`src/rtl/regfile_decode_stage.sv`:
```
// Decode stage: architectural register file with icode-driven source selection,
// combinational read ports and two clocked write-back ports (E, M) with optional bypass.
module regfile_decode_stage #(
    parameter int unsigned DATA_W   = 64,
    parameter int unsigned ADDR_W   = 4,
    parameter int unsigned NUM_REGS = 15,
    parameter int unsigned RSP_IDX  = 4,
    parameter int unsigned BYPASS   = 1
) (
    input  logic              clk_i,
    input  logic              rst_n_i,
    input  logic [3:0]        icode_i,
    input  logic [ADDR_W-1:0] rA_i,
    input  logic [ADDR_W-1:0] rB_i,
    input  logic [ADDR_W-1:0] dstE_i,
    input  logic [DATA_W-1:0] valE_i,
    input  logic [ADDR_W-1:0] dstM_i,
    input  logic [DATA_W-1:0] valM_i,
    output logic [ADDR_W-1:0] srcA_o,
    output logic [ADDR_W-1:0] srcB_o,
    output logic [DATA_W-1:0] valA_o,
    output logic [DATA_W-1:0] valB_o
);

    localparam logic [ADDR_W-1:0] RNONE = '1;
    localparam logic [ADDR_W-1:0] RSP   = ADDR_W'(RSP_IDX);

    logic [DATA_W-1:0] regs_q [NUM_REGS];
    logic [DATA_W-1:0] regs_d [NUM_REGS];

    logic [ADDR_W-1:0] srcA, srcB;
    logic [DATA_W-1:0] storedA, storedB;
    logic              we_e, we_m;

    function automatic logic idx_ok(input logic [ADDR_W-1:0] idx);
        return (idx != RNONE) && (32'(idx) < NUM_REGS);
    endfunction

    // M has priority over E for forwarding, matching the write ordering below.
    function automatic logic [DATA_W-1:0] bypass_sel(
        input logic [ADDR_W-1:0] src,
        input logic [DATA_W-1:0] stored,
        input logic              m_ok,
        input logic [ADDR_W-1:0] dst_m,
        input logic [DATA_W-1:0] val_m,
        input logic              e_ok,
        input logic [ADDR_W-1:0] dst_e,
        input logic [DATA_W-1:0] val_e
    );
        logic [DATA_W-1:0] res;
        res = stored;
        if (BYPASS != 0) begin
            if (m_ok && src == dst_m)
                res = val_m;
            else if (e_ok && src == dst_e)
                res = val_e;
        end
        return res;
    endfunction

    assign we_e = idx_ok(dstE_i);
    assign we_m = idx_ok(dstM_i);

    always_comb begin
        unique case (icode_i)
            4'h2, 4'h4, 4'h6, 4'hA: srcA = rA_i;
            4'h9, 4'hB:             srcA = RSP;
            default:                srcA = RNONE;
        endcase
    end

    always_comb begin
        unique case (icode_i)
            4'h4, 4'h5, 4'h6:       srcB = rB_i;
            4'h8, 4'h9, 4'hA, 4'hB: srcB = RSP;
            default:                srcB = RNONE;
        endcase
    end

    // RNONE and out-of-range indices never match a slot, so they read zero.
    always_comb begin
        storedA = '0;
        storedB = '0;
        for (int i = 0; i < int'(NUM_REGS); i++) begin
            if (srcA == ADDR_W'(i)) storedA = regs_q[i];
            if (srcB == ADDR_W'(i)) storedB = regs_q[i];
        end
    end

    assign srcA_o = srcA;
    assign srcB_o = srcB;
    assign valA_o = idx_ok(srcA)
                  ? bypass_sel(srcA, storedA, we_m, dstM_i, valM_i, we_e, dstE_i, valE_i)
                  : '0;
    assign valB_o = idx_ok(srcB)
                  ? bypass_sel(srcB, storedB, we_m, dstM_i, valM_i, we_e, dstE_i, valE_i)
                  : '0;

    // M is applied after E so a same-index collision keeps valM (popq %rsp).
    always_comb begin
        regs_d = regs_q;
        for (int i = 0; i < int'(NUM_REGS); i++) begin
            if (we_e && dstE_i == ADDR_W'(i)) regs_d[i] = valE_i;
            if (we_m && dstM_i == ADDR_W'(i)) regs_d[i] = valM_i;
        end
    end

    always_ff @(posedge clk_i or negedge rst_n_i) begin
        if (!rst_n_i) begin
            for (int i = 0; i < int'(NUM_REGS); i++)
                regs_q[i] <= '0;
        end else begin
            regs_q <= regs_d;
        end
    end

endmodule

```
`config.mk`:
```
export PLATFORM = sky130hd
export DESIGN_NAME = regfile_decode_stage
export DESIGN_NICKNAME = d
export VERILOG_FILES = /design/src/rtl/regfile_decode_stage.sv
export SDC_FILE = /design/constraint.sdc
export NUM_CORES = 2
export LEC_CHECK = 0
export ABC_AREA = 1
export BUFFER_PORTS_ARGS = -buffer_cell sky130_fd_sc_hd__buf_2
export CELL_PAD_IN_SITES_DETAIL_PLACEMENT = 1
export CELL_PAD_IN_SITES_GLOBAL_PLACEMENT = 1
export CORE_MARGIN = 4
export CORE_UTILIZATION = 34
export DETAILED_ROUTE_END_ITERATION = 8
export PLACE_DENSITY = 0.72
export SKIP_CTS_REPAIR_TIMING = 1
export SYNTH_ARGS = -nofsm -noshare
export SYNTH_HDL_FRONTEND = slang
export SYNTH_SLANG_ARGS = --single-unit
export TNS_END_PERCENT = 20
```
`constraint.sdc`:
```
create_clock -name clk_i -period 3.8 [get_ports clk_i]
set_clock_uncertainty 0.2 [all_clocks]
set_input_delay 0.19 -clock clk_i [delete_from_list [all_inputs] [get_ports clk_i]]
set_output_delay 0.19 -clock clk_i [all_outputs]
set_load 0.005 [all_outputs]
```
==> impl_results.md <==
* Via density at 6.420
* Critical Path Start Type: input pin
* First-pass GRT wire length at 549900 µm
* Fillers at 22370
* Worst skew pair latency at 770 ps
* Area Growth Syn to Fin at 20.77%
* Netlist cell types at 32
* Post-DP HPWL at 260600 µm
* Measured slew at the worst slew-check pin at 1370 ps
* Post-synth EDFFs at 0
* Cell Rows at 154
* First-pass DRT Iterations at 6
* Remaining antenna violation count at 0
* Final setup fails at 3
* Area of the multi-input gates at 0.03090 mm²
* Final setup margin at -66.62 ps
* Final wirelength at 392700 µm
* Hold path depth at 6
* FF+latch count, synth at 960
* Top Ports at 286
* H-tree depth at 3
* CP Max Fanout at 7
* Setup crit end kind: output port
* Total power at 34230 µW
* Placed Area at 0.06751 mm²
* Number of cells produced by synthesis at 9280
* Status: complete, but fails checks
* Max cap viols at 0
* Clock transition at the registers of the reported paths at 70 ps
* Max-Slew Margin vs Limit at 0.08656
* Most flop-heavy register: regs_q
* Main synth FF type: dfrtp_1
* Fraction of layout cells with a size suffix above 1 at 0.1149
* Reg2Reg Depth at 3
* Total die area at 0.1857 mm²
* Synth warn at 0
* Power Dens Cells at 465.9 mW/mm²
* Unrepaired setup endpoints after global routing: true
* Grt ovf at 0
* Vias in the first global route at 74520
* GP Congestion at 0.9957
* Clock sinks at 960
* Compound-Gate Fraction of Synth Area at 0.2594
* R2R Setup Slk at 2170 ps
* Vias at 77110
* Clock buffer depth at 3
* Min Tclk post-route at 3867 ps
* GRT Overall Usage at 0.4051
* Main combinational cell family by area after synthesis: compound AO/OA/AOI/OAI gates
* Fraction of the yosys area taken by sequential cells at 0.3949
* Synth Net Count at 9430
* Register area at 0.02402 mm²
* Initial core utilization at 0.3435
* Critical path endpoint: valB_o[63]
* Failing checks: setup timing
* CTS tree: built
* Xor/xnor share of the synthesized area at 0.0008639
* Simple-gate share of the synthesized area at 0.2390
* Pre-CTS setup slack at 1.166 ps
* Max Fclk at 258.6 MHz
* Input/output buffers at 285
* Initial antenna violation count at 47
* Core area at 0.1771 mm²
* R2R Path End: regs_q[894]
* DRT iter0 DRCs at 10980
* DRC viols at 0
* Hold_sp: dstE_i[2]
* HP Class: in -> reg
* Max reg flops at 960
* Mean post-synth cell area at 6.555 µm²
* Crit path kind: in -> out
* R2R Path Start: regs_q[894]
* Arr. time, crit path at 3480 ps
* Post-Synth Adder-Cell Area at 0
* Post-synthesis mux area share at 0
* Pins Over Slew Limit at 0
* Synth async-reset ratio at 1.000
* Final Cell Area at 0.07346 mm²
* Cell Area, Synth at 0.06083 mm²
* P_leak at 0.03302 µW
* Fin nets at 9695
* Top flop regs: regs_q x960
* Fin. Hold Viols at 0
* Die height at 431.0 µm
* Period utilization at 1.018
* TritonCTS Buffers at 117
* Die Width at 431.0 µm
* Drt wl/cell at 32.70 µm
* Required @ worst endpoint at 3410 ps
* Pin count of the biggest net entering global routing at 129
* Setup crit start: icode_i[3]
* Root Driver: clkbuf_16
* Largest vdd supply drop at 383.6 µV
[cell type report]
type	instances	area share
Inverter	895	0.04631
Clock inverter	52	0.006489
Tap cell	2340	0.03985
Sequential cell	960	0.3270
Clock buffer	165	0.04645
Antenna cell	27	0.0009197
Multi-Input combinational cell	6630	0.4207
Timing Repair Buffer	941	0.1123
[power breakdown]
part | total (µW) | switching [µW] | leakage (µW) | internal, µW
registers | 14000 | 1580 | 0.0116 | 12400
logic | 8350 | 5760 | 0.0195 | 2590
clock network | 11900 | 5210 | 0.00195 | 6690
total | 34200 | 12500 | 0.0330 | 21700
[per-layer routing]
metal	vias to the layer above	part of all wire	global-route usage
met5	-	0.00062	0
met3	1443	0.15	0.1573
met1	38380	0.39	0.5368
met2	6190	0.40	0.5595
met4	28	0.063	0.2307
li1	31070	-	-
[through the flow]
stage,std cells,utilization,hold slack (ps),TNS [ps]
2_1_floorplan,9280,-,-305.6,0
3_3_place_gp,11580,0.3813,178.5,0
3_5_place_dp,11580,0.3813,169.4,0
6_report,12010,0.4149,95.23,-147.0
4_1_cts,11790,0.4032,-627.3,-184.0
5_1_grt,11990,0.4146,111.7,-433.7
[layout by cell type (no fill, tap or decap), drive strengths merged, types with 7 or more instances in the layout]
master	n
inv	884
clkinv	52
o22ai	18
clkbuf	165
a21oi	885
o21ai	2034
o311ai	7
bufinv	7
nand3b	22
dlygate4sd3	186
diode	27
nand3	222
buf	755
o221ai	46
nor3	37
o211ai	70
nand4	279
nor2	882
dfrtp	960
nand2	2110
[kinds of logic (layout without fill, tap and decap cells)]
logic type,after synthesis,count (layout)
and+or+nand+nor,3556,3556
buffers and inverters,1690,2053
other,0,27
AOI/OAI and AO/OA,3068,3068
xor gates and xnor gates,6,6
DFF,960,960
[worst max-delay path, stage by stage]
cell and delay [ps]:
buf_2 150, inv_2 50, nand2_1 100, nor2_2 80
buf_4 140, nand2_1 100, nand2_2 110, buf_4 180
inv_2 50, nand2_1 90, nor2_4 470, buf_4 290
nand2_1 70, nand3_1 120, o22ai_1 100, nand4_1 140
nand2_1 110, nand3_1 160, nor2_1 60, nand3b_1 150
nand2_1 90, a21oi_1 170, buf_4 160, buf_2 110
[how the worst min path moves through the flow]
stage                   to  slack (ps)
6_report       regs_q[103]         100
4_1_cts        regs_q[120]        -630
5_1_grt        regs_q[118]         110
3_5_place_dp   regs_q[120]         170
2_1_floorplan    regs_q[0]        -310
3_3_place_gp   regs_q[120]         180
[synthesized netlist by cell type, drive strengths merged (14+ instances only)]
master  instances  area (µm²)
nand2        2110        7943
clkbuf        704        2650
clkinv         14       52.55
nand4         279        1745
nand3b         22       165.2
o21ai        2034       10180
o22ai          18       112.6
buf            91       425.4
nand3         222        1111
nor2          882        3361
inv           881        3307
nor3           37       185.2
o211ai         70       525.5
dfrtp         960       24020
o221ai         46       402.9
a21oi         885        4429
Power figures use the tool's default switching activity.
